[src/rtl/guess_input_pkg.sv]
// guess_input_pkg: shared button FSM states and synchroniser depth
package guess_input_pkg;
    typedef enum logic [1:0] {IDLE, PRESS_WAIT, HELD, RELEASE_WAIT} btn_state_t;
    localparam int SYNC_STAGES = 2;
endpackage

[src/rtl/guess_input_conditioner_button_debouncer.sv]
// button_debouncer: 2-FF synchroniser plus debounce FSM emitting one registered pulse per press
module button_debouncer
    import guess_input_pkg::*;
#(
    parameter int DEBOUNCE_CYCLES = 1_000_000
) (
    input  logic clk,
    input  logic reset,
    input  logic raw,
    output logic pulse,
    output logic level
);
    localparam int CW = $clog2(DEBOUNCE_CYCLES);
    logic [SYNC_STAGES-1:0] sync;
    logic s, last, pulse_next;
    logic [CW-1:0] cnt, cnt_next;
    btn_state_t state, next;
    assign s = sync[SYNC_STAGES-1];
    assign last = cnt == CW'(DEBOUNCE_CYCLES - 1);
    assign level = state == HELD || state == RELEASE_WAIT;
    always_ff @(posedge clk) begin
        if (reset) begin
            sync  <= '0;
            state <= IDLE;
            cnt   <= '0;
            pulse <= 1'b0;
        end else begin
            sync  <= {sync[SYNC_STAGES-2:0], raw};
            state <= next;
            cnt   <= cnt_next;
            pulse <= pulse_next;
        end
    end
    // the counter restarts on every state change so it can never wrap
    always_comb begin
        next = state;
        cnt_next = cnt;
        pulse_next = 1'b0;
        case (state)
            IDLE:         if (s) next = PRESS_WAIT;
            PRESS_WAIT:   if (!s) next = IDLE;
                          else if (last) begin
                              next = HELD;
                              pulse_next = 1'b1;
                          end else cnt_next = cnt + CW'(1);
            HELD:         if (!s) next = RELEASE_WAIT;
            RELEASE_WAIT: if (s) next = HELD;
                          else if (last) next = IDLE;
                          else cnt_next = cnt + CW'(1);
            default:      next = IDLE;
        endcase
        if (next != state) cnt_next = '0;
    end
endmodule

[src/rtl/guess_input_conditioner.sv]
// guess_input_conditioner: debounced buttons, switch snapshot on enter, guess valid/ack handshake
module guess_input_conditioner
    import guess_input_pkg::*;
#(
    parameter int DEBOUNCE_CYCLES = 1_000_000,
    parameter int SW_WIDTH = 10
) (
    input  logic                clk,
    input  logic                reset,
    input  logic [SW_WIDTH-1:0] sw_raw,
    input  logic                enter_raw,
    input  logic                game_btn_raw,
    input  logic                guess_ack,
    output logic [SW_WIDTH-1:0] guess,
    output logic                guess_valid,
    output logic                enter_pulse,
    output logic                game_pulse,
    output logic                overrun
);
    logic [SW_WIDTH-1:0] sw_pipe [SYNC_STAGES];
    button_debouncer #(.DEBOUNCE_CYCLES(DEBOUNCE_CYCLES)) u_enter (
        .clk(clk), .reset(reset), .raw(enter_raw), .pulse(enter_pulse), .level()
    );
    button_debouncer #(.DEBOUNCE_CYCLES(DEBOUNCE_CYCLES)) u_game (
        .clk(clk), .reset(reset), .raw(game_btn_raw), .pulse(game_pulse), .level()
    );
    always_ff @(posedge clk) begin
        if (reset) begin
            for (int i = 0; i < SYNC_STAGES; i++) sw_pipe[i] <= '0;
        end else begin
            sw_pipe[0] <= sw_raw;
            for (int i = 1; i < SYNC_STAGES; i++) sw_pipe[i] <= sw_pipe[i-1];
        end
    end
    // new game wins over a capture; a capture wins over an ack
    always_ff @(posedge clk) begin
        if (reset) begin
            guess       <= '0;
            guess_valid <= 1'b0;
            overrun     <= 1'b0;
        end else if (game_pulse) begin
            guess_valid <= 1'b0;
            overrun     <= 1'b0;
        end else if (enter_pulse) begin
            guess       <= sw_pipe[SYNC_STAGES-1];
            guess_valid <= 1'b1;
            if (guess_valid && !guess_ack) overrun <= 1'b1;
        end else if (guess_ack) begin
            guess_valid <= 1'b0;
        end
    end
endmodule

[config.mk]
export PLATFORM = sky130hd
export DESIGN_NAME = guess_input_conditioner
export DESIGN_NICKNAME = d
export VERILOG_FILES = /design/src/rtl/guess_input_pkg.sv /design/src/rtl/guess_input_conditioner_button_debouncer.sv /design/src/rtl/guess_input_conditioner.sv
export SDC_FILE = /design/constraint.sdc
export NUM_CORES = 1
export LEC_CHECK = 0
export ABC_AREA = 1
export CORE_MARGIN = 5
export CORE_UTILIZATION = 58
export CTS_CLUSTER_DIAMETER = 30
export CTS_CLUSTER_SIZE = 14
export DETAILED_ROUTE_END_ITERATION = 8
export GPL_ROUTABILITY_DRIVEN = 0
export PLACE_DENSITY = 0.79
export SETUP_SLACK_MARGIN = 0.1
export SLEW_MARGIN = 20
export SYNTH_ARGS = -nofsm -noshare
export SYNTH_HDL_FRONTEND = slang
export SYNTH_SLANG_ARGS = --single-unit
[constraint.sdc]
create_clock -name clk -period 1.75 [get_ports clk]
set_input_delay 0.2625 -clock clk [delete_from_list [all_inputs] [get_ports clk]]
set_output_delay 0.2625 -clock clk [all_outputs]
set_load 0.01 [all_outputs]
==> results.txt <==
* Number of design rule violations left after detail routing: 0
- In the layout the commonest cells are 137 x sky130_fd_sc_hd__nand2_1, 111 x sky130_fd_sc_hd__nor2_1, 72 x sky130_fd_sc_hd__dfxtp_1, 70 x sky130_fd_sc_hd__inv_1, 41 x sky130_fd_sc_hd__nand3_1.
- Highest Clock Rate: 640 MHz
* Flops & latches, synth: 82
* Post-DP Area: 4280 µm²
- Run status: completed
- Data on the critical path is required at its endpoint by 2010 ps.
* Startpoint of the worst register-to-register path: u_enter.cnt[1]$_SDFFE_PP0P_
- Ratio of cells with drive above 1 in the final layout: 12.6%
* NumNets Final: 633
- In this run the count of I/O pins placed on the die edge is 29.
- In this run, synthesis inferred 0 flip-flops with an integrated enable.
- After synthesis, the netlist uses 29 different library cells.
* Sequential cell area: 1660 µm²
- Using the TritonRoute via totals, the vias-per-cell ratio works out to 5.22.
- Clock-pin slew was measured on the worst setup and hold paths at 90 ps.
* Final slew viol count: 0
- The count of endpoints failing hold in the final timing report is 0.
- Diodes inserted: 0
- Counting instances, the worst hold path has a depth of 3.
- For this block, the routed nets add up to 8460 µm of wire.
- Start point of the worst min-delay path: sw_raw[7]
- GR Util All Layers: 20.7%
- Least-Margin Pin Slew: 446 ps
- The clock period could shrink to 1560 ps.
* Fill cell count: 544
* Post-DP HPWL: 5830 µm
- The tree is rooted in a sky130_fd_sc_hd__clkbuf_8.
* Unrepaired setup endpoints after global routing: yes
- Data on the critical path arrives at its endpoint at 1820 ps.
- For this run, the leading register cell type out of synthesis is sky130_fd_sc_hd__dfxtp_1.
- For this design the static power due to leakage is 0.00175 µW.
- Of all flip-flops after synthesis, the portion carrying an async set or reset was 0%.
- The first global-routing pass estimated 14,500 µm of wire.
- Core Footprint: 6460 µm²
* Antenna violations before repair: 0
- Endpoint of the worst hold-timing path: sw_pipe[0][7]$_SDFF_PP0_
- CTS HTree Levels: 3
* Area of the multi-input gates: 1960 µm²
- Total power draw: 3360 µW
* Maximum vdd ir drop: 0.706 mV
- Count of hold buffers inserted by post-cts repair: 0
- Height of the chip: 92.0 µm
- Final setup violation count: 0
- Leaving out fill and tap cells, the most frequent cell in the layout is sky130_fd_sc_hd__nand2_1.
* Crit start category: flip-flop
- Number of buffers on the longest clock path: 2
- Synthesis-to-layout area growth: 17.9%
- Total of buffers placed on input and output ports: 28
* Clock buffer count from CTS: 9
* Portion of the clock cycle consumed by the worst path in the final layout: 89.3%
- In this run the horizontal extent of the chip is 92.0 µm.
* Worst Clk Skew: 7.85 ps
- Via count: 3,647
* Total grt overflow: 0
- Kind of critical path: reg -> reg
- Of all nets on the critical path, the largest fanout is 5.
- Cell Area, Synth: 3900 µm²
- Drt initial violations: 242
- The Yosys step of the flow raised 0 warnings.
- First-pass iteration count of the detailed router: 5
- For this design the ratio of total power to cell area is 731 nW/µm².
- Setup total negative slack on the finished layout was measured at 0 ps.
- Sort of element at the end of the critical path: flip-flop
- Reg2reg end: u_enter.cnt[16]$_SDFFE_PP0P_
* Cell Rows: 29
- The floorplan step defined a die boundary enclosing 8460 µm².
- Core utilization of the finished layout: 71.1%
- The setup check on the worst reg-to-reg path leaves a slack of 190 ps.
- Sinks on Clock Net: 82
- Initial Utilization: 60.3%
- Number of global-route vias before repair: 3,404
- Pin count of the biggest net entering global routing: 31
* Post-DR wirelength/cell: 12.1 µm
- Worst min-delay path category: in -> reg
* TritonCTS clock tree: built
* Final ANT Viol Nets: 0
* Number of nets in the synthesized netlist: 591
- Max-cap violations in this run came to 0.
- Counting every instance in the synthesized netlist gives 574.
- Summing the sequential cell areas from Yosys gives 42.1% of the chip area.
- Slew margin rel.: 70.2%
- In this run the mean area of a mapped cell was 6.79 µm².
- The later pin in the worst-skew pair is clocked with a latency of 360 ps.
- The worst register-to-register path has a depth of 8.
- Post-layout instance area: 4590 µm²
==> power breakdown <==
group / internal, µW / switching (µW)
combinational: 53.0 / 74.6
sequential: 1890 / 8.13
clock: 556 / 774
total: 2500 / 857
==> per-stage QoR <==
stage	setup slack, ps	hold slack [ps]	std cells
finish	188	402	698
global placement	157	389	678
global route	81.5	401	698
floorplan	161	369	574
CTS	114	391	694
detailed placement	77.0	392	678
==> cell usage after synthesis (3+ instances only) <==
cell type                  count  share of area, %
sky130_fd_sc_hd__nand2_2       3              0.48
sky130_fd_sc_hd__nand2_4       4               1.2
sky130_fd_sc_hd__xor2_1        8               1.8
sky130_fd_sc_hd__nor2_1      116                11
sky130_fd_sc_hd__nand4_1       8               1.3
sky130_fd_sc_hd__dfxtp_1      82                42
sky130_fd_sc_hd__nand3_2       3              0.77
sky130_fd_sc_hd__xnor2_1       9               2.0
sky130_fd_sc_hd__buf_4         3              0.58
sky130_fd_sc_hd__buf_2         3              0.39
sky130_fd_sc_hd__nand2_1     138                13
sky130_fd_sc_hd__inv_1        70               6.7
sky130_fd_sc_hd__clkbuf_1      3              0.29
sky130_fd_sc_hd__nor3_1        5              0.64
sky130_fd_sc_hd__buf_6         4               1.2
sky130_fd_sc_hd__nand3_1      42               5.4
sky130_fd_sc_hd__a21oi_1      35               4.5
sky130_fd_sc_hd__nor2_4        3              0.87
sky130_fd_sc_hd__nor2_2        6              0.96
sky130_fd_sc_hd__o21ai_0      16               2.1
==> cell families after synthesis <==
group | synth area share, %
AND/OR/NAND/NOR | 36.8
buffers and inverters | 9.73
flip-flops | 42.1
AO/OA/AOI/OAI | 6.87
XOR/XNOR | 3.82
adder cells (fa/ha/maj) | 0.642
==> cell type report <==
cell class	count	share of cell area [%]
Clock buffer	9	2.70
Clock inverter	7	1.55
Inverter	74	6.10
Multi-Input combinational cell	405	42.6
Sequential cell	82	36.1
Tap cell	77	2.10
Timing Repair Buffer	44	8.83
==> worst max path at each step <==
| stage | slack (ps) | cells past startpoint | end | start |
|---|---|---|---|---|
| after floorplan | 160 | 9 | u_enter.cnt[13]$_SDFFE_PP0P_ | u_enter.cnt[0]$_SDFFE_PP0P_ |
| after global placement | 160 | 8 | u_game.cnt[18]$_SDFFE_PP0P_ | u_game.cnt[0]$_SDFFE_PP0P_ |
| after detailed placement | 80 | 8 | u_game.cnt[0]$_SDFFE_PP0P_ | u_game.cnt[0]$_SDFFE_PP0P_ |
| after CTS | 110 | 9 | u_game.cnt[12]$_SDFFE_PP0P_ | u_game.cnt[0]$_SDFFE_PP0P_ |
| after global routing | 80 | 9 | u_game.cnt[19]$_SDFFE_PP0P_ | u_game.cnt[3]$_SDFFE_PP0P_ |
| final | 190 | 8 | u_enter.cnt[16]$_SDFFE_PP0P_ | u_enter.cnt[1]$_SDFFE_PP0P_ |
==> worst max-delay path: stages (launching register included) <==
cell and delay, ps:
sky130_fd_sc_hd__dfxtp_1 370, sky130_fd_sc_hd__ha_2 210, sky130_fd_sc_hd__nand3_2 140, sky130_fd_sc_hd__nor2_2 170, sky130_fd_sc_hd__nand3_2 130, sky130_fd_sc_hd__nand2_4 100, sky130_fd_sc_hd__nand2_2 110, sky130_fd_sc_hd__nand2_2 180
sky130_fd_sc_hd__nor2_1 70
==> flip-flops by register name, summed over array words and instances, names as in the netlist, 2 cells and up <==
name and flops:
guess 10, sw_pipe 20, u_enter.cnt 20, u_enter.state 2, u_enter.sync 2, u_game.cnt 20, u_game.state 2, u_game.sync 2
==> routing by layer <==
layer	share of wire [%]	routed length [µm]	GRT usage, %	vias to the layer above
met4	1.7	143	6.31	0
met1	45	3780	25.6	1648
met3	6.9	583	6.63	17
met2	47	3950	34.4	121
met5	0	0	0	-
li1	-	-	-	1861
==> timing repair <==
action,4_1_cts,5_1_grt
setup buffers,0,2
resized for setup,2,30
pin swaps,1,4
cloned,0,2
setup endpoints to repair,1,44
Note: power is estimated with default switching activity, not from simulation.
